## src/rtl/mux4_rr_sched.sv

```systemverilog
// mux4_rr_sched: round-robin owner scheduler for a shared external 4:1 bit mux.
// Four requesters compete for the mux. The winner holds it for up to BURST_MAX
// cycles. The block drives the registered mux select, a one-hot grant, busy,
// and a handoff pulse on the first cycle of every new grant.
module mux4_rr_sched #(
    parameter int BURST_MAX = 8,
    parameter int CNT_W     = 4
) (
    input  logic       clk,
    input  logic       rst,
    input  logic       en,
    input  logic [3:0] req,
    output logic [1:0] sel,
    output logic [3:0] grant,
    output logic       busy,
    output logic       handoff
);

    localparam logic [0:0]       ST_IDLE  = 1'b0;
    localparam logic [0:0]       ST_OWN   = 1'b1;
    localparam logic [CNT_W-1:0] CNT_LAST = CNT_W'(BURST_MAX - 1);

    // Round-robin search starting just after 'base' and wrapping back to 'base'.
    // Returns {found, index}. The loop runs from the farthest candidate to the
    // nearest one, so the nearest requester that is asserted is what remains.
    function automatic logic [2:0] rr_pick(input logic [3:0] r, input logic [1:0] base);
        logic [2:0] res;
        logic [1:0] idx;
        res = 3'b000;
        for (int k = 4; k >= 1; k--) begin
            idx = base + 2'(k);
            if (r[idx]) begin
                res = {1'b1, idx};
            end else begin
                res = res;
            end
        end
        return res;
    endfunction

    // Decode a 2-bit index into a one-hot 4-bit vector.
    function automatic logic [3:0] onehot4(input logic [1:0] i);
        return 4'b0001 << i;
    endfunction

    logic [0:0]       state_r, state_s;
    logic [1:0]       sel_r, sel_s;
    logic [3:0]       grant_r, grant_s;
    logic [CNT_W-1:0] cnt_r, cnt_s;
    logic [1:0]       last_r, last_s;
    logic             handoff_r, handoff_s;
    logic             busy_r;

    logic             release_s;
    logic             may_grant_s;
    logic [1:0]       base_s;
    logic [2:0]       pick_s;

    // Release / arbitration-window decode for the current state.
    always_comb begin
        release_s   = 1'b0;
        may_grant_s = 1'b0;
        base_s      = last_r;
        case (state_r)
            ST_IDLE: begin
                release_s   = 1'b0;
                may_grant_s = 1'b1;
                base_s      = last_r;
            end
            ST_OWN: begin
                // Release when the owner drops its request or its burst has expired.
                release_s   = (req[sel_r] == 1'b0) || (cnt_r == CNT_LAST);
                may_grant_s = release_s;
                // On release the search starts after the owner, which also becomes 'last'.
                base_s      = sel_r;
            end
            default: begin
                release_s   = 1'b1;
                may_grant_s = 1'b0;
                base_s      = last_r;
            end
        endcase
        pick_s = rr_pick(req, base_s);
    end

    // Next-state computation: new grant, release to idle, or burst continuation.
    always_comb begin
        state_s   = state_r;
        sel_s     = sel_r;
        grant_s   = grant_r;
        cnt_s     = cnt_r;
        last_s    = last_r;
        handoff_s = 1'b0;

        if (release_s) begin
            last_s = sel_r;
        end else begin
            last_s = last_r;
        end

        if (may_grant_s && en && pick_s[2]) begin
            // Grant the winner immediately, even back-to-back after a release.
            state_s   = ST_OWN;
            sel_s     = pick_s[1:0];
            grant_s   = onehot4(pick_s[1:0]);
            cnt_s     = {CNT_W{1'b0}};
            handoff_s = 1'b1;
        end else if (release_s || (state_r != ST_OWN)) begin
            // Nobody to hand over to, or grants are blocked: idle. sel holds its value.
            state_s = ST_IDLE;
            grant_s = 4'b0000;
            cnt_s   = {CNT_W{1'b0}};
        end else begin
            // Burst continues.
            cnt_s = cnt_r + {{(CNT_W-1){1'b0}}, 1'b1};
        end
    end

    // State and output registers with synchronous reset.
    always_ff @(posedge clk) begin
        if (rst) begin
            state_r   <= ST_IDLE;
            sel_r     <= 2'b00;
            grant_r   <= 4'b0000;
            cnt_r     <= {CNT_W{1'b0}};
            last_r    <= 2'b11;
            handoff_r <= 1'b0;
            busy_r    <= 1'b0;
        end else begin
            state_r   <= state_s;
            sel_r     <= sel_s;
            grant_r   <= grant_s;
            cnt_r     <= cnt_s;
            last_r    <= last_s;
            handoff_r <= handoff_s;
            busy_r    <= |grant_s;
        end
    end

    assign sel     = sel_r;
    assign grant   = grant_r;
    assign busy    = busy_r;
    assign handoff = handoff_r;

endmodule

```

## config.mk

```make
export PLATFORM = sky130hd
export DESIGN_NAME = mux4_rr_sched
export DESIGN_NICKNAME = d
export VERILOG_FILES = /design/src/rtl/mux4_rr_sched.sv
export SDC_FILE = /design/constraint.sdc
export NUM_CORES = 1
export LEC_CHECK = 0
export ABC_CLOCK_PERIOD_IN_PS = 2300
export CAP_MARGIN = 10
export CORE_MARGIN = 2
export CORE_UTILIZATION = 47
export DETAILED_ROUTE_END_ITERATION = 10
export PLACE_DENSITY_LB_ADDON = 0.1
export SKIP_CTS_REPAIR_TIMING = 1
export SLEW_MARGIN = 20
export SYNTH_ARGS = -nofsm -noshare
export SYNTH_HDL_FRONTEND = slang
export SYNTH_SLANG_ARGS = --single-unit
```

## constraint.sdc

```tcl
create_clock -name clk -period 2.3 [get_ports clk]
set_input_delay 0.345 -clock clk [delete_from_list [all_inputs] [get_ports clk]]
set_output_delay 0.345 -clock clk [all_outputs]
set_load 0.02 [all_outputs]
```

# Word level (Yosys, flattened, before mapping)
# Index checks and enable logic that the tools add are counted.
[word_totals] register_bits=15 input_bits=7 output_inout_bits=8 word_cells=49
[classes] n_addsub=4 order_cmp=5 n_eq_ne=1 shift=1 muxes=22 n_bitwise=2 n_reduce_logical=7
[op_table] op="< comparator 2 x 3 -> 1 bit (second input constant)" n=5
[op_table] op="2-to-1 mux 3 bit" n=4
[op_table] op="binary-select mux 1 bit (select 2 bit)" n=5
[op_table] op="2-to-1 mux 1 bit" n=8
[op_table] op="2-to-1 mux 4 bit" n=2
[op_table] op="adder 2 bit (second input constant)" n=2
[op_table] op="adder 4 x 1 -> 4 bit (second input constant)" n=1
[op_table] op="== test 4 x 3 -> 1 bit (second input constant)" n=1
[op_table] op="one-hot mux 1 bit (2 select lines)" n=2
[op_table] op="one-hot mux 2 bit (2 select lines)" n=1
[op_table] op="OR reduction 4 bit" n=1
[op_table] op="<< shifter 1 x 2 -> 4 bit (first input constant)" n=1
[op_table] op="OR reduction 3 bit" n=1
[op_table] op="adder 2 x 1 -> 2 bit (second input constant)" n=1
[op_table] op="logical AND 1 bit" n=2
[op_table] op="logical OR 1 bit" n=2
[op_table] op="inverter 1 bit" n=2
[op_table] op="nonzero test 2 bit" n=1

# Depth between registers and ports, before layout
[depth] depth_word=11 depth_mapped=6 ltp_nobuf=6

# Worst setup path after synthesis
# Ideal clock, no wire load.
[synth_path] path_kind="reg2reg" start="reg sel_r[0], in the netlist sel[0]" end="reg grant_r[1], in the netlist grant[1]" setup_ns=0.067 arrival_time_ns=1.694 required_ns=2.233 setup_slack_ns=0.539 path_stages_with_launch=6 n_path_buf=0 period_less_slack_ns=1.761 cell_sequence="dfxtp_1 mux4_2 a31oi_2 and2b_4 nand2b_1 o21ai_2"
[synth_via] elab_chain_len=9 elab_cells_between_ends=28 classes_between="add/sub: 3; shift: 1; mux: 19; bitwise: 1; reduce/logical: 4"
[synth_lines] item="from (decl)" line="47" rtl="logic [1:0] sel_r, sel_s;"
[synth_lines] item="from (signal assigned)" line="131" rtl="sel_r <= sel_s;"
[synth_lines] item="one-hot mux 2 bit (2 select lines)" line="64" rtl="case (state_r)"
[synth_lines] item="adder 2 bit or binary-select mux 1 bit (select 2 bit) (tied branches)" line="31, 32"
[synth_lines] item="binary-select mux 1 bit (select 2 bit) or 2-to-1 mux 1 bit (tied branches)" line="32" rtl="if (r[idx]) begin"
[synth_lines] item="2-to-1 mux 1 bit (implied by the code) or 2-to-1 mux 3 bit (tied branches)" line="32"
[synth_lines] item="2-to-1 mux 3 bit (3 in a row)" line="32"
[synth_lines] item="<< shifter 1 x 2 -> 4 bit or logical AND 1 bit (tied branches)" line="43, 101"
[synth_lines] item="2-to-1 mux 4 bit *" line="101" rtl="if (may_grant_s && en && pick_s[2]) begin"
[synth_lines] item="to (signal assigned)" line="132" rtl="grant_r <= grant_s;"
[synth_lines] item="to (decl)" line="48" rtl="logic [3:0] grant_r, grant_s;"
# Mark *: on every way between the ends. The rest lies on a longest branch, timed or not. The select of a mux whose other input is x is not followed.
# A chain may end at the register's enable or synchronous reset.

# Worst setup path in the final report
[layout_path] start="in req[0]" end="reg grant_r[2], in the netlist grant[2]"
[layout_via] elab_chain_len=8 elab_cells_between_ends=24 classes_between="shift: 1; mux: 18; bitwise: 1; reduce/logical: 4"
[layout_lines] item="from (decl)" line="12" rtl="input logic [3:0] req,"
[layout_lines] item="binary-select mux 1 bit (select 2 bit) (on tied branches)" line="32, 72"
[layout_lines] item="2-to-1 mux 1 bit (on tied branches)" line="32, 72"
[layout_lines] item="2-to-1 mux 3 bit or inverter 1 bit (tied branches)" line="32, 72"
[layout_lines] item="2-to-1 mux 3 bit or logical OR 1 bit (tied branches)" line="32, 72"
[layout_lines] item="2-to-1 mux 3 bit or one-hot mux 1 bit (2 select lines) (tied branches)" line="32, 64"
[layout_lines] item="2-to-1 mux 3 bit, or another cell as far along" line="32"
[layout_lines] item="<< shifter 1 x 2 -> 4 bit, or another cell as far along" line="43" rtl="return 4'b0001 << i;"
[layout_lines] item="2-to-1 mux 4 bit *" line="101"
# Marks and branches as above.

==> impl_metrics.py <==
metrics = {
    "final_layout": {
        "num_antenna_cells": 0,
        "finalCoreUtilization": 0.6435,
        "area_growth_pct": 26.10,
        "drive_above_1_share": 0.1548,
        "finalNonFillerCells": 99,
        "nFillCells": 126,
        "final_nets": 93,
    },
    "clock_network": {
        "clock-sinks": 15,
        "h-tree-depth": 1,
        "clock_latency_ns": 0.27,
        "cts_tree": "built",
        "cts.path.max_buffers": 2,
        "cts-root-buf": "clkbuf_4",
        "path_clk_slew_ns": 0.08,
        "cts_made_buffers": 3,
    },
    "yosys": {
        "ys_seq_area_frac": 0.4412,
        "yosys-top-cells-count": "dfxtp_1 (15), nor2_1 (7), nand2_1 (4)",
        "synth_edf_count": 0,
        "ys_types": 34,
        "ys_async_sr_fraction": 0,
        "ys.flop_type": "dfxtp_1",
        "synth.area.top_cells": "dfxtp_1 (44%), mux2i_1 (4.4%), nor2_1 (3.9%)",
        "synth_area_um2": 680.7,
        "synth_seq_cells": 15,
        "yosysMostFrequentCell": "dfxtp_1",
        "synth_top_cell_area_share": 0.4412,
        "synth_top_area_cell": "dfxtp_1",
        "syn-num-nets": 75,
        "synth.avg_cell_area_um2": 10.16,
        "synthCells": 67,
        "yosysWarnings": 0,
    },
    "route": {
        "dr.pass1.iters": 4,
        "drt_iter0_drc": 16,
        "wl_per_cell_um": 12.81,
        "drc": 0,
        "via_per_inst": 5.444,
        "routed_wl_um": 1268,
        "vias": 539,
        "ant_nets": 0,
    },
    "worst_setup_path": {
        "worstReg2RegEnd": "grant[1]",
        "r2r-start": "sel[0]",
        "required_ns": 2.47,
        "path_class": "in -> reg",
        "endpoint_kind": "flip-flop",
        "arrival_ns": 2.02,
        "reg2regPathDepth": 5,
        "worstPathMaxFanout": 5,
        "rrSetupSlack_ns": 0.53,
        "cp-start-kind": "input port",
    },
    "status": {
        "status": "complete, no violations",
    },
    "grt": {
        "grt_pass1_vias": 489,
        "grt_use_met3": 0.07328,
        "track_usage": 0.1571,
        "grt-ovfl-total": 0,
        "met2_usage": 0.2281,
        "grt_max_degree": 9,
        "grt_busiest_layer": "met2",
        "grtUsageMet1": 0.2204,
        "grt_pass1_wl_um": 2152,
        "antenna_found_initial": 0,
    },
    "min_path": {
        "hold_start": "cnt_r[0]",
        "worstHoldEndpoint": "cnt_r[0]",
        "hold_path_class": "reg -> reg",
        "hold_path_depth": 1,
    },
    "floorplan": {
        "die_height_um": 42.06,
        "initial_core_util": 0.5103,
        "io_pins": 15,
        "fp.dieW_um": 42.06,
        "die_area_um2": 1769,
        "coreArea_um2": 1334,
        "placementRows": 13,
    },
    "sta": {
        "rsz0062_at_grt": "false",
        "tightestPinTransition_ns": 0.5466,
        "relSlewSlack": 0.6308,
        "min_period_over_period": 0.8055,
        "drv_slew": 0,
        "finClkSkew_ns": 0.001663,
        "post-route-min-period_ns": 1.853,
        "hold_viol": 0,
        "max_freq_mhz": 539.8,
        "whs_ns": 0.4585,
        "setup_viol": 0,
        "fin_setup_tns_ns": 0,
    },
    "placed_design": {
        "dp_cells": 95,
        "io_buffers": 14,
        "place_congestion": 0.8931,
        "hpwlAfterDp_um": 957.1,
    },
    "power": {
        "leakage_nw": 0.3168,
        "p_per_area_nw_per_um2": 650.4,
        "ir_drop_v": 0.0004699,
    },
    "job": {
        "maxCapViolations": 0,
    },
}
-- stage by stage --
step	worst slack (ns)	instance area, µm²	power (W)
finish	0.4474	858.3	0.0005582
global route	0.3229	858.3	0.0005885
CTS	0.4559	858.3	0.0005643
detailed placement	0.1749	832.0	0.0004211
global placement	0.1966	832.0	0.0004208
floorplan	0.5386	680.7	0.0003747
-- state kept, by name, indices dropped and copies added (netlist names) --
name     flops
handoff      1
last_r       2
cnt_r        4
busy         1
sel          2
grant        4
state_r      1
-- critical path: stages --
cell and delay [ns]:
clkdlybuf4s50_1 0.47, o41ai_1 0.60, a31oi_2 0.13, and2b_4 0.22
a32o_1 0.25
-- layer usage --
metal  wire, µm  part of all wire  up-vias
met5          0                 0        -
met3         50             0.039        0
met4          0                 0        0
li1           -                 -      278
met1        678              0.53      249
met2        539              0.43       12
-- cell type report --
| cell class | instances | area (µm²) | area share |
|---|---|---|---|
| Sequential cell | 15 | 300.3 | 0.3499 |
| Tap cell | 15 | 18.77 | 0.02187 |
| Multi-Input combinational cell | 50 | 369.1 | 0.4300 |
| Timing Repair Buffer | 14 | 140.1 | 0.1633 |
| Inverter | 1 | 3.754 | 0.004373 |
| Clock buffer | 4 | 26.28 | 0.03061 |
-- cell usage in the layout (no fill, tap or decap) --
cell / n
xor2_1: 1
or2_2: 1
nand2b_1: 1
o21ai_0: 2
ha_1: 1
a31oi_2: 1
or4_1: 1
o31ai_1: 1
mux4_2: 1
and2_1: 1
nor2_1: 7
nand3b_1: 1
clkbuf_4: 3
o21bai_1: 1
inv_1: 1
and3b_1: 1
a211o_1: 1
a21boi_0: 1
clkbuf_1: 1
nand3_1: 3
a21boi_2: 2
nand2_1: 4
mux2i_1: 3
o41ai_1: 1
a211o_2: 1
a32o_1: 2
o21ai_2: 2
dfxtp_1: 15
clkdlybuf4s50_1: 14
a211oi_1: 1
nor2b_1: 3
nand2_2: 1
o21a_1: 1
xnor2_1: 1
and2b_4: 1
a21oi_1: 1
-- worst max path at each step --
stage                start       end  slack, ns  depth (start not counted)
floorplan           sel[0]  grant[1]       0.54                          5
global placement    req[3]  grant[1]       0.20                          6
detailed placement  req[2]  grant[1]       0.17                          6
CTS                 req[2]  grant[1]       0.46                          6
global route        req[1]  grant[2]       0.32                          5
finish              req[0]  grant[2]       0.45                          5
-- report_power, final --
part,switching (W),internal [W]
registers,0.0000140,0.000276
logic,0.0000638,0.0000622
clock network,0.0000755,0.0000671
-- logic make-up after synthesis --
| logic type | share of synthesized area |
|---|---|
| AO/OA/AOI/OAI | 0.2243 |
| XOR/XNOR | 0.02574 |
| adder cells (fa/ha/maj) | 0.01838 |
| buffers and inverters | 0.01654 |
| flip-flops | 0.4412 |
| multiplexers | 0.07721 |
| AND/OR/NAND/NOR | 0.1967 |
Note: power is estimated with default switching activity, not from simulation.
